===== config.mk =====
export PLATFORM = sky130hd
export DESIGN_NAME = counter_seg_display
export DESIGN_NICKNAME = d
export VERILOG_FILES = /design/src/rtl/seg_pkg.sv /design/src/rtl/counter_seg_display_hex_to_seg7.sv /design/src/rtl/counter_seg_display.sv
export SDC_FILE = /design/constraint.sdc
export NUM_CORES = 1
export LEC_CHECK = 0
export CORE_MARGIN = 1
export CORE_UTILIZATION = 47
export CTS_BUF_LIST = sky130_fd_sc_hd__clkbuf_8
export DETAILED_ROUTE_END_ITERATION = 7
export HOLD_SLACK_MARGIN = 0.05
export PLACE_DENSITY = 0.85
export SYNTH_ARGS = -nofsm -noshare
export SYNTH_HDL_FRONTEND = slang
export SYNTH_SLANG_ARGS = --single-unit
export TNS_END_PERCENT = 50

===== constraint.sdc =====
create_clock -name clk -period 2 [get_ports clk]
set_clock_uncertainty 0.2 [all_clocks]
set_input_delay 0.3 -clock clk [delete_from_list [all_inputs] [get_ports clk]]
set_output_delay 0.3 -clock clk [all_outputs]
set_load 0.02 [all_outputs]

===== src/rtl/seg_pkg.sv =====
// seg_pkg: shared constants for the two-digit hex 7-segment display path.
package seg_pkg;
    localparam logic [6:0] SEG_OFF_AH = 7'h00;
    localparam logic [1:0] AN_LO = 2'b01;
    localparam logic [1:0] AN_HI = 2'b10;
    // Active-high gfedcba patterns for hex digits 0..F
    localparam logic [6:0] HEX_SEG [16] = '{
        7'h3F, 7'h06, 7'h5B, 7'h4F, 7'h66, 7'h6D, 7'h7D, 7'h07,
        7'h7F, 7'h6F, 7'h77, 7'h7C, 7'h39, 7'h5E, 7'h79, 7'h71
    };
endpackage


===== src/rtl/counter_seg_display_hex_to_seg7.sv =====
// hex_to_seg7: combinational hex digit to active-high {g,f,e,d,c,b,a} decode.
module hex_to_seg7
    import seg_pkg::*;
(
    input  logic [3:0] val,
    output logic [6:0] seg
);
    assign seg = HEX_SEG[val];
endmodule


===== src/rtl/counter_seg_display.sv =====
// counter_seg_display: counts counter co events into a wrap digit and scans q/wrap onto two 7-seg digits.
// Optional SEGDISP_BLANK_EN blanks the high digit when wrap is zero.
module counter_seg_display
    import seg_pkg::*;
#(
    parameter int SCAN_DIV       = 4,
    parameter bit SEG_ACTIVE_LOW = 1
) (
    input  logic       clk,
    input  logic       mr_n,
    input  logic [3:0] q,
    input  logic       co,
    input  logic       up_down,
    input  logic       clr,
    output logic [3:0] wrap,
    output logic [1:0] an,
    output logic [6:0] seg
);
    localparam int PW = (SCAN_DIV > 2) ? $clog2(SCAN_DIV) : 1;
    localparam logic [6:0] SEG_OFF = SEG_ACTIVE_LOW ? ~SEG_OFF_AH : SEG_OFF_AH;

    generate
        if (SCAN_DIV < 2) begin : g_bad_scan_div
            $error("SCAN_DIV must be >= 2");
        end
    endgenerate

    logic [3:0]    q_r;
    logic          co_d;
    logic [PW-1:0] pre;
    logic          sel;
    logic          valid;
    logic          co_rise;
    logic          tick;
    logic          blank;
    logic [3:0]    wrap_nx;
    logic [6:0]    seg_ah;
    logic [6:0]    seg_nx;
    logic [1:0]    an_nx;

    hex_to_seg7 u_dec (
        .val (sel ? wrap : q_r),
        .seg (seg_ah)
    );

    always_comb begin
        co_rise = co & ~co_d;
        tick    = pre == PW'(SCAN_DIV - 1);
        // clr wins over a coincident co edge so a load never leaves a stale wrap
        wrap_nx = clr ? 4'd0 : co_rise ? (up_down ? wrap - 4'd1 : wrap + 4'd1) : wrap;
`ifdef SEGDISP_BLANK_EN
        blank   = sel && wrap == 4'd0;
`else
        blank   = 1'b0;
`endif
        an_nx   = valid ? (sel ? AN_HI : AN_LO) : 2'b00;
        seg_nx  = (valid && !blank) ? (SEG_ACTIVE_LOW ? ~seg_ah : seg_ah) : SEG_OFF;
    end

    always_ff @(posedge clk or negedge mr_n) begin
        if (!mr_n) begin
            q_r   <= 4'd0;
            co_d  <= 1'b0;
            wrap  <= 4'd0;
            pre   <= '0;
            sel   <= 1'b0;
            valid <= 1'b0;
            an    <= 2'b00;
            seg   <= SEG_OFF;
        end else begin
            q_r   <= q;
            co_d  <= co;
            wrap  <= wrap_nx;
            pre   <= tick ? '0 : pre + PW'(1);
            sel   <= tick ? ~sel : sel;
            valid <= valid | tick;
            an    <= an_nx;
            seg   <= seg_nx;
        end
    end
endmodule

[Word level (Yosys, flattened, before mapping)]
Memory sizes are Yosys's and may differ from the RTL's.
Cells that the tools add are included.
Widths: inputs -> output; s select.
Storage, ports and cells
  word-level logic and storage cells: 31
  output and inout bits: 13
  memories kept: 1
  ROM bits: 112
  flip-flop bits (word level): 22
Memories
  (no name shown): depth 16, width 7, read ports 1, clocked after Yosys merged registers in 0, write ports 0, line counter_seg_display_hex_to_seg7.sv:8  | assign seg = HEX_SEG[val];
Operators by class
  multiplexer cells: 10
  bitwise logic cells: 6
  $lt $le $gt $ge: 1
  equality and inequality tests: 1
  $add $sub $neg: 3
  reductions and logical operators: 1
Operator list (number)
  $mux 7: 3
  $mux 4: 4
  $not 7->7: 1
  $mux 2: 3
  $ge 5x5->1 const B: 1
  $not 4->5: 1
  $add 4x1->4 const B: 1
  $sub 4x1->4 const B: 1
  $add 2x1->2 const B: 1
  $eq 2x2->1 const B: 1
  $not 1->1: 2
  $reduce_bool 2->1: 1
  $and 1x1->1: 1
  $or 1x1->1: 1

[Depth between registers and ports, before layout]
  word-level depth: 7
  depth in mapped cells: 7

[Modules after synthesis]
A second synthesis with hierarchy kept.
Second synthesis, totals
  cells, all modules: 94
  area total of the unflattened synthesis: 1129.8 um2
Modules (own cells, without submodules)
  counter_seg_display: area each 842.1 um2, cells an instance 61, instances 1
  hex_to_seg7: area each 287.8 um2, cells an instance 33, instances 1

[Worst setup path after synthesis]
OpenSTA, ideal clock, no wires.
  kind: flip-flop to flip-flop
  start: register wrap[1]
  end: register wrap[3]
  arrival: 1.635 ns
  setup time: 0.125 ns
  stages on the path, launching flop included: 6
  period minus slack after synthesis: 1.960 ns
  setup slack: 0.040 ns
  data required time: 1.675 ns
  path through: dfrtp_1 ha_1 a21o_1 a21oi_1 mux2i_1 mux2_2
On the way
  cells in the longest elaborated chain, start to end: 4
  elaborated cells on any way between the ends: 5
  classes of those cells: add/sub (2); mux (3)
RTL lines
  from (decl): line counter_seg_display.sv:15  | output logic [3:0] wrap,
  from (signal assigned): line counter_seg_display.sv:73  | wrap <= wrap_nx;
  $add 4x1->4 / $sub 4x1->4 (equally long branches): line counter_seg_display.sv:50  | wrap_nx = clr ? 4'd0 : co_rise ? (up_down ? wrap - 4'd1 : wrap + 4'd1) : wrap;
  $mux 4 (*) (3 in series): line counter_seg_display.sv:50
Mark *: on every way between the ends. The rest lies on a longest branch, timed or not. The select of a mux whose other input is x is not followed.
A chain may end at the register's enable or synchronous reset.

[Worst setup path in the final report]
  start: register wrap[2]
  end: output port wrap[2]
No word-level cell between the ends.

==> flow_summary.toml <==
[status]
status = "completed"

[global_route]
grt_max_degree = 23
grt_usage = 0.1745
overflow = 0
grt_pass1_vias = 761
grt_pass1_wl_um = 3291
antenna_found_initial = 0

[layout]
design_area_mm2 = 0.001463
final_layout_size_suffix_gt1_frac = 0.2564
antennaDiodeCount = 0
nNetsFinal = 137
area_delta_synth_final_pct = 33.60
nFillCells = 169

[clock_tree]
root_buffer = "clkbuf_8"
post_cts_buffers = 0
clk-insertion-delay-late_ps = 250
clock-sinks = 22
cts_inserted_buffers = 3
clockBufferDepth = 2
clk_pin_slew_ps = 80
cts_hold_buf = 0
h-tree-depth = 1
cts_resized = 0
cts_tree = "yes"

[yosys]
ys_seq_area_frac = 0.5109
ys_ff_latch = 22
synth.distinct_cells = 29
yosysTopAreaCellShare = 0.3429
synth-warning-count = 0
synthCells = 87
ys.flop_type = "dfrtp_1"
async_flop_share = 1.000
synthesis.area_mm2 = 0.001095
syn_nets = 106
synth_top_area_cell = "dfrtp_1"
synth_edf_count = 0
synth_area_leaders = "dfrtp_1 34%, dfstp_2 17%, ha_1 10%"
syn_avg_cell_area_um2 = 12.58

[floorplan]
dieHeight_um = 50.27
ioPinCount = 22
coreArea_mm2 = 0.002212
die_area_mm2 = 0.002527
start_util = 0.4949
row_count = 17
die_w_um = 50.27

[routing]
wl_per_cell_um = 12.98
vias = 754
drtIter0Drc = 7
drt_drc_violations_left = 0
wl_um = 1882
drtAntennaViolNets = 0
first_pass_iters = 6
via_per_inst = 5.200

[critical_path]
max_stage_delay_ps = 660
cp.arrival_ps = 1400
reg2reg_slack_ps = 120
endpoint = "wrap[2]"
critPathSlowestCell = "clkdlybuf4s50_1"
crit_chain = "clkdlybuf4s50_1"
r2r-start = "sel"
reg2reg_to = "seg[0]"
critical_path.max_fanout = 5
required_ps = 1500
cp_num_buf_inv = 1
startpoint = "wrap[2]"
cp-start-kind = "flip-flop"
cpLargestDelayFamily = "buffers and inverters"
endpoint_kind = "output pin"
cp.depth = 1
crit_type = "flip-flop to output pin"
reg2regPathDepth = 5

[placement]
dp_slack_ps = -268.2
place_hpwl_um = 1379
portBuffers = 21
gp_congestion = 0.8510
place_area_mm2 = 0.001381

[hold_path]
holdCritPathClass = "input port to asynchronous set/reset pin"

[timing]
final_hold_viol_count = 0
worst_slack_ps = 100.3
fmax_ghz = 0.5264
rsz0062_at_grt = "no"
finalCritPeriodShare = 0.9498
finalMaxSlewViolations = 0
fin_setup_tns_ps = 0
worst_slew_pin_slew_ps = 493.1
relSlewSlack = 0.6643
setup_viol = 0
layout_min_cycle_time_ps = 1900

[job]
cap_violations = 0

[power_and_ir_drop]
power_density_mw_per_mm2 = 681.6
p_leak_uw = 0.0006609
ir_worst_vdd_v = 0.0004629
==> flip-flops by register name, indices dropped and copies added, names as in the netlist <==
signal,count
pre,2
valid,1
co_d,1
wrap,4
seg,7
sel,1
an,2
q_r,4
==> routing by layer <==
metal | track usage | routed length, um | part of all wire | up-vias
li1 | - | - | - | 367
met1 | 0.2262 | 904 | 0.48 | 374
met2 | 0.2956 | 928 | 0.49 | 11
met3 | 0.01818 | 32 | 0.017 | 2
met4 | 0.07143 | 16 | 0.0085 | 0
met5 | 0 | 0 | 0 | -
==> cell type report <==
| type | count | area [um2] | area share |
|---|---|---|---|
| clock buffers | 4 | 55.05 | 0.03764 |
| inverters | 2 | 7.507 | 0.005133 |
| multi-input cells | 59 | 525.5 | 0.3593 |
| flip-flops and latches | 22 | 559.3 | 0.3824 |
| well taps | 28 | 35.03 | 0.02395 |
| repair buffers | 30 | 280.3 | 0.1916 |
==> per-stage QoR <==
step / util / power, uW / instances / hold WS (ps)
after floorplan: - / 600.0 / 87 / -195.6
after global placement: 0.6244 / 684.7 / 141 / 213.6
after detailed placement: 0.6244 / 692.3 / 141 / 215.7
after CTS: 0.6493 / 1003 / 145 / 187.4
after global routing: 0.6612 / 1047 / 145 / 213.8
final: 0.6612 / 996.9 / 145 / 181.2
==> cell usage after synthesis (2+ instances only) <==
cell and n:
dfrtp_1 15, ha_1 9, dfstp_2 7, mux2i_1 7
nand2_1 6, nor2_1 6, o221ai_1 4, nor2b_1 3
o211ai_1 3, xnor2_1 3, a21oi_1 2, clkbuf_1 2
inv_1 2, mux2_2 2, nand3_1 2
==> layout by cell type (no fill, tap or decap), types with 3 or more instances in the layout <==
| master | netlist | layout |
|---|---|---|
| nor2_1 | 6 | 6 |
| buf_4 | 1 | 9 |
| clkdlybuf4s50_1 | 0 | 20 |
| dfrtp_1 | 15 | 15 |
| o221ai_1 | 4 | 4 |
| mux2i_1 | 7 | 6 |
| nand2_1 | 6 | 6 |
| nor2b_1 | 3 | 3 |
| ha_1 | 9 | 8 |
| o211ai_1 | 3 | 3 |
| dfstp_2 | 7 | 7 |
| clkbuf_8 | 0 | 4 |
| xnor2_1 | 3 | 3 |
==> kinds of logic (layout without fill, tap and decap cells) <==
| family | after synthesis | count (layout) | share of synthesized area |
|---|---|---|---|
| compound gates | 12 | 12 | 0.08343 |
| xor+xnor | 4 | 4 | 0.03201 |
| fa+ha+maj | 10 | 10 | 0.1211 |
| buf+inv | 6 | 36 | 0.03086 |
| flops | 22 | 22 | 0.5109 |
| mux | 12 | 12 | 0.1314 |
| simple gates | 21 | 21 | 0.09030 |
==> where the power goes <==
group	total (uW)	switching [uW]	internal, uW
Sequential	492	14.6	478
Clock	306	131	175
Combinational	199	96.1	103
==> worst min path at each step <==
stage / end / slack, ps / depth (start not counted)
2_1_floorplan: an[0] / -200 / 0
4_1_cts: pre[1] / 190 / 2
5_1_grt: valid / 210 / 2
6_report: pre[1] / 180 / 2
3_3_place_gp: pre[0] / 210 / 1
3_5_place_dp: pre[0] / 220 / 1
No activity file was read; power rests on OpenSTA's default activity.
